===== src/rtl/redmule_pkg.sv =====
// RedMulE control-port register map and job-launcher FSM state type.
// Lane helpers place a 32-bit word on the 64-bit peripheral bus by address bit 2.
package redmule_pkg;

  localparam logic [31:0] REDMULE_TRIGGER    = 32'h0000_0000;
  localparam logic [31:0] REDMULE_ACQUIRE    = 32'h0000_0004;
  localparam logic [31:0] REDMULE_STATUS     = 32'h0000_000C;
  localparam logic [31:0] REDMULE_JOB_OFFSET = 32'h0000_0040;

  typedef enum logic [3:0] {
    CFG_IDLE      = 4'd0,
    CFG_ACQ_REQ   = 4'd1,
    CFG_ACQ_RESP  = 4'd2,
    CFG_ACQ_GAP   = 4'd3,
    CFG_WR_REGS   = 4'd4,
    CFG_TRIGGER   = 4'd5,
    CFG_WAIT_DONE = 4'd6,
    CFG_POLL_REQ  = 4'd7,
    CFG_POLL_RESP = 4'd8,
    CFG_DONE      = 4'd9
  } cfg_init_state_t;

  function automatic logic [7:0] lane_be(input logic hi);
    return hi ? 8'hF0 : 8'h0F;
  endfunction

  function automatic logic [63:0] lane_data(input logic hi, input logic [31:0] wdata);
    return hi ? {wdata, 32'h0} : {32'h0, wdata};
  endfunction

endpackage


===== src/rtl/redmule_cfg_initiator.sv =====
// Launches one RedMulE job per accepted descriptor: ACQUIRE (with retry), job regs, TRIGGER, wait for event/STATUS.
// Request fields decode from registered state only, so they hold steady across gnt stalls; one transaction in flight.
module redmule_cfg_initiator
  import redmule_pkg::*;
#(
  parameter int unsigned          N_JOB_REGS    = 16,
  parameter int unsigned          ID_WIDTH      = 8,
  parameter logic [ID_WIDTH-1:0]  ID            = '0,
  parameter logic [31:0]          BASE_ADDR     = 32'h0,
  parameter logic [31:0]          JOB_OFFSET    = REDMULE_JOB_OFFSET,
  parameter int unsigned          POLL_INTERVAL = 64,
  parameter int unsigned          RETRY_GAP     = 8
) (
  input  logic                         clk_i,
  input  logic                         rst_i,
  input  logic                         job_valid_i,
  output logic                         job_ready_o,
  input  logic [N_JOB_REGS-1:0][31:0]  job_regs_i,
  input  logic [1:0]                   evt_i,
  output logic                         busy_o,
  output logic                         done_valid_o,
  output logic [7:0]                   done_id_o,
  output logic                         periph_req,
  output logic [31:0]                  periph_add,
  output logic                         periph_wen,
  output logic [7:0]                   periph_be,
  output logic [63:0]                  periph_data,
  output logic [ID_WIDTH-1:0]          periph_id,
  input  logic                         periph_gnt,
  input  logic [63:0]                  periph_r_data,
  input  logic                         periph_r_valid,
  input  logic [ID_WIDTH-1:0]          periph_r_id
);

  localparam int unsigned CNT_MAX = (POLL_INTERVAL > RETRY_GAP) ? POLL_INTERVAL : RETRY_GAP;
  localparam int unsigned CNT_W   = $clog2(CNT_MAX + 1);
  localparam int unsigned IDX_W   = (N_JOB_REGS > 1) ? $clog2(N_JOB_REGS) : 1;

  cfg_init_state_t             state_q, state_d;
  logic [IDX_W-1:0]            idx_q, idx_d;
  logic [CNT_W-1:0]            cnt_q, cnt_d;
  logic                        evt_seen_q, evt_seen_d;
  logic [7:0]                  job_id_q, job_id_d;
  logic [7:0]                  done_id_q;
  logic [N_JOB_REGS-1:0][31:0] regs_q;
  logic                        latch_job;
  logic                        rsp_ok;
  logic [31:0]                 rsp_dat;
  logic [31:0]                 wdata;
  logic                        unused_bits;

  assign rsp_ok      = periph_r_valid && (periph_r_id == ID);
  assign rsp_dat     = periph_r_data[31:0];
  assign unused_bits = ^{evt_i[1], periph_r_data[63:32]};

  always_ff @(posedge clk_i or posedge rst_i) begin
    if (rst_i) begin
      state_q    <= CFG_IDLE;
      idx_q      <= '0;
      cnt_q      <= '0;
      evt_seen_q <= 1'b0;
      job_id_q   <= '0;
      done_id_q  <= '0;
      regs_q     <= '0;
    end else begin
      state_q    <= state_d;
      idx_q      <= idx_d;
      cnt_q      <= cnt_d;
      evt_seen_q <= evt_seen_d;
      job_id_q   <= job_id_d;
      if (latch_job) regs_q <= job_regs_i;
      // Load on entry so the ID is valid alongside the done pulse.
      if (state_d == CFG_DONE) done_id_q <= job_id_q;
    end
  end

  always_comb begin
    state_d    = state_q;
    idx_d      = idx_q;
    cnt_d      = cnt_q;
    evt_seen_d = evt_seen_q;
    job_id_d   = job_id_q;
    latch_job  = 1'b0;
    case (state_q)
      CFG_IDLE: begin
        if (job_valid_i) begin
          latch_job = 1'b1;
          state_d   = CFG_ACQ_REQ;
        end
      end
      CFG_ACQ_REQ: if (periph_gnt) state_d = CFG_ACQ_RESP;
      CFG_ACQ_RESP: begin
        if (rsp_ok) begin
          if (rsp_dat[31]) begin
            cnt_d   = '0;
            state_d = CFG_ACQ_GAP;
          end else begin
            job_id_d = rsp_dat[7:0];
            idx_d    = '0;
            state_d  = CFG_WR_REGS;
          end
        end
      end
      CFG_ACQ_GAP: begin
        if (cnt_q == CNT_W'(RETRY_GAP - 1)) state_d = CFG_ACQ_REQ;
        else cnt_d = cnt_q + CNT_W'(1);
      end
      CFG_WR_REGS: begin
        if (periph_gnt) begin
          if (idx_q == IDX_W'(N_JOB_REGS - 1)) state_d = CFG_TRIGGER;
          else idx_d = idx_q + IDX_W'(1);
        end
      end
      CFG_TRIGGER: begin
        if (periph_gnt) begin
          cnt_d   = '0;
          state_d = CFG_WAIT_DONE;
        end
      end
      CFG_WAIT_DONE: begin
        if (evt_i[0]) begin
          state_d = CFG_DONE;
        end else if (cnt_q == CNT_W'(POLL_INTERVAL - 1)) begin
          evt_seen_d = 1'b0;
          state_d    = CFG_POLL_REQ;
        end else begin
          cnt_d = cnt_q + CNT_W'(1);
        end
      end
      CFG_POLL_REQ: begin
        evt_seen_d = evt_seen_q | evt_i[0];
        // An ungranted poll may be abandoned; a granted one must be drained.
        if (periph_gnt) state_d = CFG_POLL_RESP;
        else if (evt_seen_q || evt_i[0]) state_d = CFG_DONE;
      end
      CFG_POLL_RESP: begin
        evt_seen_d = evt_seen_q | evt_i[0];
        if (rsp_ok) begin
          if ((rsp_dat == 32'h0) || evt_seen_q || evt_i[0]) begin
            state_d = CFG_DONE;
          end else begin
            cnt_d   = '0;
            state_d = CFG_WAIT_DONE;
          end
        end
      end
      CFG_DONE: state_d = CFG_IDLE;
      default:  state_d = CFG_IDLE;
    endcase
  end

  always_comb begin
    periph_req = 1'b0;
    periph_add = '0;
    periph_wen = 1'b1;
    wdata      = '0;
    case (state_q)
      CFG_ACQ_REQ: begin
        periph_req = 1'b1;
        periph_add = BASE_ADDR + REDMULE_ACQUIRE;
      end
      CFG_WR_REGS: begin
        periph_req = 1'b1;
        periph_wen = 1'b0;
        periph_add = BASE_ADDR + JOB_OFFSET + {{(30 - IDX_W){1'b0}}, idx_q, 2'b00};
        wdata      = regs_q[idx_q];
      end
      CFG_TRIGGER: begin
        periph_req = 1'b1;
        periph_wen = 1'b0;
        periph_add = BASE_ADDR + REDMULE_TRIGGER;
      end
      CFG_POLL_REQ: begin
        periph_req = 1'b1;
        periph_add = BASE_ADDR + REDMULE_STATUS;
      end
      default: ;
    endcase
  end

  assign periph_be    = periph_req ? lane_be(periph_add[2]) : 8'h00;
  assign periph_data  = (periph_req && !periph_wen) ? lane_data(periph_add[2], wdata) : 64'h0;
  assign periph_id    = ID;
  assign job_ready_o  = (state_q == CFG_IDLE);
  assign busy_o       = (state_q != CFG_IDLE);
  assign done_valid_o = (state_q == CFG_DONE);
  assign done_id_o    = done_id_q;

endmodule


===== config.mk =====
export PLATFORM = sky130hd
export DESIGN_NAME = redmule_cfg_initiator
export DESIGN_NICKNAME = d
export VERILOG_FILES = /design/src/rtl/redmule_pkg.sv /design/src/rtl/redmule_cfg_initiator.sv
export SDC_FILE = /design/constraint.sdc
export NUM_CORES = 1
export LEC_CHECK = 0
export ABC_AREA = 1
export CORE_AREA = 2 2 276 278
export CTS_CLUSTER_DIAMETER = 150
export CTS_CLUSTER_SIZE = 30
export DETAILED_ROUTE_END_ITERATION = 10
export DIE_AREA = 0 0 278 280
export SETUP_SLACK_MARGIN = 0.15
export SYNTH_ARGS = -nofsm -noshare
export SYNTH_HDL_FRONTEND = slang
export SYNTH_SLANG_ARGS = --single-unit

===== constraint.sdc =====
create_clock -name clk_i -period 29.3 [get_ports clk_i]
set_input_delay 7.325 -clock clk_i [delete_from_list [all_inputs] [get_ports clk_i]]
set_output_delay 7.325 -clock clk_i [all_outputs]
set_load 0.05 [all_outputs]

* After elaboration in Yosys (flattened, before gate mapping)
Cells that the tools add are included.
Storage, ports and cells: register bits 544, bits of input ports 591, logic and storage cells 116, output and inout bits 125
Cells by class: $lt $le $gt $ge 1, reduce and logical (&&, ||, !) cells 19, add/subtract/negate cells 3, equality and inequality tests 25, muxes and demuxes 44, bitwise logic cells 2
Operator list (number):
- 32-bit binary-select mux with 4-bit select | 1
- 64-bit 2-to-1 mux | 2
- 4-bit 2-to-1 mux | 17
- 32-bit 2-to-1 mux | 2
- 7-bit 2-to-1 mux | 8
- 4-bit case mux with 9 select lines | 1
- 7-bit case mux with 5 select lines | 1
- 32-bit zero test | 1
- 2-bit inequality test (second input constant) | 12
- 8-bit case mux with 3 select lines | 1
- 4-bit by 3-bit equality test with 1-bit output (second input constant) | 4
- 4-bit equality test (second input constant) | 4
- 8-bit 2-to-1 mux | 2
- 9-bit AND reduction | 1
- 7-bit by 6-bit adder with 8-bit output (first input constant) | 1
- 4-bit by 2-bit equality test with 1-bit output (second input constant) | 2
- 8-bit zero test | 1
- 4-bit case mux with 2 select lines | 1
- 7-bit by 1-bit adder with 7-bit output (second input constant) | 1
- 7-bit by 3-bit equality test with 1-bit output (second input constant) | 1
- 7-bit by 6-bit equality test with 1-bit output (second input constant) | 1
- 1-bit 2-to-1 mux | 6
- 3-bit AND reduction | 2
- 4-bit by 5-bit less-than comparator with 1-bit output (second input constant) | 1
- other kinds (15) | 20

* Depth between registers and ports, before layout
Gate-level depths: netlist of run 1.
depth after elaboration 7, mapped depth 13, mapped depth without buffers 13

* Worst setup path before layout of run 1
Ideal clock, no wire load.
path type register to output, from register idx_q[0], to output periph_be[5], stages on the path, launching flop included 7, buffers on the path 4, required time 21.975 ns, arrival 2.598 ns, setup slack 19.377 ns, cell sequence dfrtp_1 > buf_4 > inv_4 > buf_4 > buf_2 > o21ai_0 > buf_4
Between the ends: cells in the longest elaborated chain, start to end 4
Ends and longest elaborated chain:
- start: declaration | RTL line redmule_cfg_initiator.sv:40 | logic [IDX_W-1:0] idx_q, idx_d;
- start signal: assignment | RTL line redmule_cfg_initiator.sv:67 | idx_q <= idx_d;
- 7-bit by 6-bit adder with 8-bit output | RTL line redmule_cfg_initiator.sv:165 | periph_add = BASE_ADDR + JOB_OFFSET + {{(30 - IDX_W){1'b0}}, idx_q, 2'b00};
- 8-bit case mux with 3 select lines | RTL line redmule_cfg_initiator.sv:157 | case (state_q)
- 8-bit 2-to-1 mux | RTL line redmule_pkg.sv:24 | return hi ? 8'hF0 : 8'h0F;
- 8-bit 2-to-1 mux | RTL line redmule_cfg_initiator.sv:181 | assign periph_be = periph_req ? lane_be(periph_add[2]) : 8'h00;
- end: declaration | RTL line redmule_cfg_initiator.sv:26 | output logic [7:0] periph_be,
No other way between the ends.

* Final worst setup path of run 1
from register idx_q[0], to output periph_data[32]
Between the ends: cells in the longest elaborated chain, start to end 5, elaborated cells on any way between the ends 7, classes of those cells add/sub (1); mux (6)
Ends and longest elaborated chain:
- parallel branches: the longest is 3 deep, another holds 7-bit by 6-bit adder with 8-bit output
- 64-bit 2-to-1 mux (*) | RTL line redmule_pkg.sv:28 | return hi ? {wdata, 32'h0} : {32'h0, wdata};
- 64-bit 2-to-1 mux (*) | RTL line redmule_cfg_initiator.sv:182 | assign periph_data = (periph_req && !periph_wen) ? lane_data(periph_add[2], wdata) : 64'h0;
- end: declaration | RTL line redmule_cfg_initiator.sv:27 | output logic [63:0] periph_data,
Every way passes the cells marked *. The select of a mux whose other input is x is not followed.

==> impl.org, run 1 <==
** Setup path
- Data required time at the worst endpoint :: between 20000 and 25000 ps
- Startpoint kind of the worst setup timing path :: flop
- The worst setup path is captured at an output port.
- The signal on the critical path passes through buf_4 > buf_4 > buf_4 > o21ai_0 > a21oi_1 > o22ai_1 > nand2_1 > nand3_1 > nor2_1 > clkdlybuf4s50_1.
- Category of the critical setup timing path :: flop to output port
- In this run the worst path has a maximum fanout of 69.
- Master of the slowest instance on the critical path :: sky130_fd_sc_hd__clkdlybuf4s50_1
- At the worst endpoint, the arrival time is around 5700 ps.
- Highest cell delay on the worst timing path :: roughly 820 ps
- Counting stages on the worst path, the most repeated cell is sky130_fd_sc_hd__buf_4.
- Measured in cells, the most critical reg-to-reg path has a length of 6.

** Synth
- In the post-synthesis netlist, the biggest area contributors are sky130_fd_sc_hd__dfrtp_1 (52%), sky130_fd_sc_hd__mux2_2 (17%), sky130_fd_sc_hd__nor2_1 (6.3%).
- After technology mapping, the gate count stands at about 2700.
- In this run the mean area of a mapped cell was around 9.8 um2.
- In the post-synthesis netlist, the cell with the most instances is sky130_fd_sc_hd__dfrtp_1.
- sky130_fd_sc_hd__dfrtp_1 takes more of the synthesized area than any other cell.
- Yosys Warn Count :: 0
- The share of synthesized area in the top cell type comes to between 50 and 60%.
- Most frequent cells after synthesis :: sky130_fd_sc_hd__dfrtp_1 (544), sky130_fd_sc_hd__nor2_1 (439), sky130_fd_sc_hd__mux2_2 (405)
- Share of the yosys chip area belonging to registers :: approximately half
- Number of enable flip-flop cells after synthesis :: 0
- Area of the mapped netlist :: between 0.02 and 0.03 mm2
- Flip-flop cell with the highest count after synthesis :: sky130_fd_sc_hd__dfrtp_1
- Yosys mapped the design onto 41 distinct sky130hd cell types.
- After synthesis, the share of flip-flops with an asynchronous set or reset is between 90% and 100%.
- Synthesized flop and latch total :: around 540

** Final layout
- Of the cells placed in the final design, the portion with a size suffix greater than 1 is between 15 and 20%.
- P&R area growth vs syn :: 28.8%
- The finished cells cover between 0.03 and 0.04 mm2.
- Final #Nets :: between 3000 and 4000

** Power
- Largest vdd supply drop :: around 36 uV
- In this run the static leakage power is around 0.014 uW.
- Dividing total power by cell area gives a power density of roughly 75 mW/mm2.
- The design draws about 2500 uW.

** Floorplan
- The floorplan step defined a die boundary enclosing just under 0.08 mm2.
- Die Span X :: 278 um
- Number of I/O pins :: around 700
- For this configuration, the core starts out at a cell density of between 30% and 40%.
- The initialized floorplan defines 101 standard-cell rows.
- Die Span Y :: 280 um
- Standard cell core area :: roughly 0.075 mm2

** Global route
- The initial antenna violation count came to 37.
- The via count of the first global-routing pass came to 20300.
- Entering global routing, the biggest net connects ~160 pins.
- For this run the aggregate overflow at the end of global routing stands at 0.
- Met1 Track Usage GR :: between 20% and 30%
- Met3 GRT Util :: between 5 and 6%
- The global routing stage identified its most utilized layer as met2.
- Global router's overall resource usage :: 22.4%
- For met2 alone, demand over resource in global routing was 37.9%.
- The first global-routing pass estimated ~130000 um of wire.

** Routing
- DRC viols :: 0
- Once detail routing completed, the nets flagged for antenna violations numbered 0.
- Average wire per cell in the routed design :: around 22 um
- Detailed-routing iteration count for the pre-antenna-repair pass :: 5
- The first routing iteration left between 1500 and 2000 violations.
- For this block, the routed nets add up to around 90000 um of wire.
- Vias :: 20800
- Number of vias per cell :: around 5.0

** Outcome
- The run finished with clean final reports.

** Clock tree
- Post-CTS timing repair inserted 0 buffers for setup.
- After clock tree synthesis, the repair step resized 0 gates.
- In this run, post-CTS hold repair placed 0 buffers.
- The tree is rooted in a sky130_fd_sc_hd__clkbuf_16.
- Clk Latency, worst-skew pair :: between 500 and 600 ps
- CTS built an H-tree with a depth of 1.
- No sink is reached through more buffers than the 3 on the longest clock path.
- Number of clock buffers inserted by TritonCTS :: 22
- Number of clock sinks seen by CTS :: 544
- Clock slew at the register clock pins of the worst setup and hold paths :: between 100 and 150 ps
- CTS tree :: done

** STA
- After routing, the total negative slack on setup checks comes to 0 ps.
- On the final layout, the worst clock skew is about 40 ps.
- The worst path needs 12980 ps of the cycle, external delays included.
- Static timing analysis puts the maximum clock frequency at between 70 and 80 MHz.
- The number of max-slew violations in the final report was 0.
- Setup repair after global routing left no endpoint under its margin.
- Hold Violations, Final :: 0
- Measured against its own limit, the worst slew margin works out to roughly a third.
- Post-route clock period utilization :: between 40 and 50%
- Slew at the pin closest to its max-slew limit :: between 1000 and 1500 ps
- Setup violations remaining at the end of the flow were counted as 0.

** Worst hold path
- Kind of path behind the tightest hold check :: flop to flop
- The worst hold path passes through 2 cells.

** Placement
- In this run the tool buffered the top-level ports with 647 buffer cells.
- RD Place Congestion :: ~0.81
- Estimated wirelength of the detail-placed design :: roughly 65000 um
- After detailed placement, the total cell area comes to roughly 0.033 mm2.

** Flow run
- Max-cap violations in this run came to 0.
==> power by group <==
group	internal (uW)	switching, uW
sequential	1100	154
combinational	446	426
clock	145	249
total	1700	829
==> final cells by class <==
class | count | area, um2
clock inverters | 1 | 30.0
fillers | 7323 | 41300
diodes | 19 | 47.5
clock buffers | 25 | 583
well taps | 978 | 1220
flip-flops and latches | 544 | 13600
inverters | 169 | 651
repair buffers | 672 | 6700
multi-input cells | 1770 | 11000
==> critical path: cells and delay by family, from the launching register on <==
family                 cells  cell delay, ps
flip-flops                 1             760
buffers and inverters      4            2680
AO/OA/AOI/OAI              3            1060
AND/OR/NAND/NOR            3             420
==> metrics by stage <==
stage	hold slack [ps]	util (%)	setup slack, ps	std cells
5_1_grt	518	45.0	16060	4175
3_5_place_dp	460	44.2	16940	4133
2_1_floorplan	459	-	6770	2706
6_report	482	45.1	16320	4178
3_3_place_gp	456	44.2	16960	4133
4_1_cts	489	45.0	16260	4159
==> state kept, by name, summed over array words and instances, names as in the netlist <==
signal / count
evt_seen_q: 1
idx_q: 4
job_id_q: 8
done_id_o: 8
cnt_q: 7
regs_q: 512
state_q: 4
==> cells by family (layout without fill, tap and decap cells) <==
family / Yosys count / in the layout / synth area share [%]
compound gates: 558 / 558 / 11.8
simple gates: 767 / 767 / 12.1
mux: 405 / 405 / 17.3
flops: 544 / 544 / 51.8
buf+inv: 392 / 867 / 6.83
xor+xnor: 3 / 3 / 0.100
other cells: 1 / 54 / 0.0143
fa+ha+maj: 2 / 2 / 0.0952
==> path summary, 6_finish.rpt <==
kind | slack (ps) | startpoint | endpoint
min in group asynchronous | 7280 | rst_i | regs_q[246]
hold reg to reg | 480 | done_id_o[3] | done_id_o[3]
hold / removal | 480 | done_id_o[3] | done_id_o[3]
max in group asynchronous | 19760 | rst_i | regs_q[385]
setup reg to reg | 25180 | state_q[0] | regs_q[376]
setup / recovery | 16320 | idx_q[0] | periph_data[32]
==> routing by layer <==
layer,wire length [um],vias up
met5,190,-
met4,2390,30
met3,6150,106
met2,43900,562
met1,37200,10200
li1,-,9928
==> placed cells by master, fill, tap and decap left out, types with 4 or more instances in the layout <==
cell                              count
sky130_fd_sc_hd__inv_1              157
sky130_fd_sc_hd__nand4_1              5
sky130_fd_sc_hd__diode_2             19
sky130_fd_sc_hd__nand2_1            172
sky130_fd_sc_hd__o21ai_0            236
sky130_fd_sc_hd__buf_4               22
sky130_fd_sc_hd__conb_1              35
sky130_fd_sc_hd__mux2_2             405
sky130_fd_sc_hd__o21ai_1             17
sky130_fd_sc_hd__clkbuf_16           23
sky130_fd_sc_hd__clkdlybuf4s50_1    647
sky130_fd_sc_hd__o211ai_1           100
sky130_fd_sc_hd__dfrtp_1            541
sky130_fd_sc_hd__o22ai_1              9
sky130_fd_sc_hd__nand2_2              6
sky130_fd_sc_hd__nor2_2               4
sky130_fd_sc_hd__nand3_1            126
sky130_fd_sc_hd__a21oi_1            188
sky130_fd_sc_hd__inv_2                8
sky130_fd_sc_hd__nor2_1             439
(Power assumes the default switching activity.)
==> run 2: changes to the inputs <==
==> constraint.sdc (replaced) <==
create_clock -name clk_i -period 12.3 [get_ports clk_i]
set_input_delay 3.075 -clock clk_i [delete_from_list [all_inputs] [get_ports clk_i]]
set_output_delay 3.075 -clock clk_i [all_outputs]
set_load 0.05 [all_outputs]
==> impl.org, run 2 (synthesized netlist as in run 1, its figures left out) <==
** Outcome
- The flow ran to the end, and the final reports show no timing, DRC or antenna violations.

** Power
- The worst supply voltage drop on vdd is 111 uV (+210%).
- Power dissipated by switching net loads :: 1980 uW (+140%)
- The standby leakage power was 0.0142 uW (about the same).
- The part of the power in the clock network is 15.6% (about the same).
- The switching part of the total power came to 32.9% (about the same).
- The internal portion of total power was 4040 uW (+140%).
- Ratio of total power to cell area :: 178 mW/mm2 (+140%)
- The combinational fraction of design power is 34.6% (about the same).
- Share of power burned in registers :: 49.8% (about the same)

** Setup path
- Data required time at the worst endpoint :: 9220 ps (-12760 ps)
- Count of cells along the worst register-to-register path :: 14 (+8)
- Critical path cell sequence :: buf_4 > buf_4 > o21ai_0 > o211ai_1 > o21ai_1 > nand2_1 > nand3_1 > nor2_1 > clkdlybuf4s50_1
- STA classifies the critical path startpoint as a flop.
- Worst reg2reg setup slack :: 8490 ps (-16690 ps)
- Category of the critical setup timing path :: flop to output port
- The worst register-to-register path begins at idx_q[0].
- Highest cell delay on the worst timing path :: 840 ps (+20 ps)
- Master of the slowest instance on the critical path :: sky130_fd_sc_hd__dfrtp_4
- Biggest fanout along the worst timing path :: 84 (+22%)
- CP dominant cell by count :: sky130_fd_sc_hd__buf_4
- In this run the critical register-to-register path is captured at done_id_o[7].
- The most critical setup path has its startpoint at idx_q[0].
- CP arrival :: 5010 ps (-640 ps)
- Worst setup EP type :: output port

** Global route
- The initial antenna violation count is 28 (-24%).
- Number of global-route vias before repair :: 19900 (-1.7%)
- The total track usage came to 22.6% (+0.22 points).
- The global-route wire length before repair came to 132000 um (+1.0%).
- The total congestion overflow after global routing is 0 (unchanged).
- The pin count of the biggest net entering global routing was 208 (+32%).

** Floorplan
- The number of standard-cell rows in the floorplan is 101 (unchanged).
- The vertical die dimension came to 280 um (unchanged).
- The number of top-level pins is 716 (unchanged).
- Die Span X :: 278 um (unchanged)
- The core outline area is 0.0752 mm2 (unchanged).
- Effective utilization at floorplan :: 35.0% (unchanged)
- The die footprint was 0.0778 mm2 (unchanged).

** Flow run
- The max-capacitance violation count came to 0 (unchanged).

** Clock tree
- Number of instances resized during post-cts repair :: 0 (unchanged)
- Clk Latency, worst-skew pair :: 600 ps (about the same)
- H-tree lvl count :: 1 (unchanged)
- TritonCTS built the clock tree.
- Number of clock buffers inserted by TritonCTS :: 22 (unchanged)
- The number of buffers between clock root and the deepest sink came to 3 (unchanged).
- The number of sinks on the clock net was 544 (unchanged).
- The root buffer cell chosen for the clock tree is sky130_fd_sc_hd__clkbuf_16.
- The clock input transition at the sequential cells of the worst setup and hold paths is 130 ps (about the same).
- Number of buffers added to fix hold violations after cts :: 0 (unchanged)
- The post-CTS setup buffer count was 0 (unchanged).

** Worst hold path
- Hold Crit Start :: done_id_o[0]
- Hold path endpoint :: done_id_o[0]
- Kind of path behind the tightest hold check :: flop to flop
- The worst hold path cell count is 2 (unchanged).

** Routing
- Number of vias per cell :: 4.99 (+0.33%)
- The via count is 20800 (+0.14%).
- DRT antenna net count :: 0 (unchanged)
- The remaining design rule violation count is 0 (unchanged).
- The iteration-0 DRC count of the detailed router was 1632 (+7.0%).
- Detailed-routing iteration count for the pre-antenna-repair pass :: 6 (+1)
- The aggregate routed wire length was 90500 um (+0.73%).
- Average wire per cell in the routed design :: 21.7 um (+0.92%)

** Final layout
- The number of nets in the layout is 3768 (-0.11%).
- P&R area growth vs syn :: 28.8% (about the same)
- In the layout the commonest cells are sky130_fd_sc_hd__clkdlybuf4s50_1 (647), sky130_fd_sc_hd__dfrtp_1 (541), sky130_fd_sc_hd__nor2_1 (439).
- Most frequent standard cell in the layout excluding fill and tap cells :: sky130_fd_sc_hd__clkdlybuf4s50_1
- The number of flip-flops in the largest register was 512 (unchanged).
- Share of layout cells above drive strength 1 :: 15.5% (-0.10 points)
- Reg with most FFs :: regs_q

** Placement
- The worst slack at placement is 4820 ps (-12130 ps).
- The detailed placer's ending HPWL came to 65000 um (+0.33%).
- Number of port buffers :: 647 (unchanged)
- The placer's final routability congestion estimate came to 0.813 (about the same).

** STA
- Highest achievable clock rate :: ~120 MHz
- Max Clock Skew :: 48.7 ps (+9.04 ps)
- Final setup slack of the worst path :: 4210 ps (-12110 ps)
- Hold Violations, Final :: 0 (unchanged)
- Slew Limit Fails :: 0 (unchanged)
- Total of endpoints with negative setup slack in the final report :: 0 (unchanged)
- Setup repair after global routing left no endpoint under its margin.
- The headroom to the max-slew limit came to 28.4% (-4.2 points).
- Slew at the pin closest to its max-slew limit :: 1070 ps (+62.7 ps)
- The worst path in the final design needs a cycle of ~8000 ps, including I/O delays and setup.
- The aggregate negative setup slack came to 0 ps (unchanged).
- The final-layout worst hold slack came to 487 ps (+5.20 ps).
- Post-route clock period utilization :: approximately two thirds
[run 2: changes by cell type in the layout (fill, tap and decap cells not counted), sizes merged]
cell      delta
buf          -4
clkbuf       -1
clkinv       -1
clkinvlp     +1
diode        -3
[run 2: worst max path at each step]
| stage | slack, ps | to | cells after the start |
|---|---|---|---|
| floorplan | 1830 | cnt_q[0] | 1 |
| global placement | 4790 | periph_data[40] | 9 |
| detailed placement | 4820 | periph_data[40] | 9 |
| CTS | 4130 | periph_data[40] | 9 |
| global route | 3860 | periph_data[40] | 9 |
| finish | 4210 | periph_data[40] | 9 |
[run 2: critical path: cells and delay by family (launching register included)]
kind	cells	cell delay [ps]
AOI/OAI and AO/OA	3	790
DFF	1	840
and+or+nand+nor	3	430
buffers and inverters	3	2250
[run 2: stage by stage]
| step | cell area, um2 | utilization, % | total power [uW] | std cells |
|---|---|---|---|---|
| 2_1_floorplan | 26400 | - | 4480 | 2706 |
| 5_1_grt | 33900 | 45.0 | 6430 | 4164 |
| 4_1_cts | 33800 | 45.0 | 6070 | 4154 |
| 3_5_place_dp | 33200 | 44.2 | 5140 | 4129 |
| 3_3_place_gp | 33200 | 44.2 | 5070 | 4129 |
| 6_report | 33900 | 45.0 | 6020 | 4170 |
[run 2: power by group through the flow]
stage / Combinational [uW] / Clock, uW / Sequential, uW
global placement: 2060 / 0 / 3010
floorplan: 1550 / 0 / 2930
CTS: 2110 / 973 / 2990
finish: 2080 / 936 / 3000
detailed placement: 2100 / 0 / 3040
global route: 2300 / 1030 / 3100
[run 2: layer usage]
layer,share of wire (%),track usage [%],vias to the layer above,wire length (um)
li1,-,-,9914,-
met1,42,28.7,10200,37800
met2,50,39.0,584,44900
met3,6.7,5.47,90,6040
met4,1.7,4.68,32,1540
met5,0.22,0,-,198
[run 2: layout make-up]
cell class / instances / area, um2
Antenna cell: 16 / 40.0
Clock buffer: 24 / 579
Clock inverter: 1 / 30.0
Fill cell: 7292 / 41300
Inverter: 169 / 648
Multi-Input combinational cell: 1770 / 11000
Sequential cell: 544 / 13600
Tap cell: 978 / 1220
Timing Repair Buffer: 668 / 6710
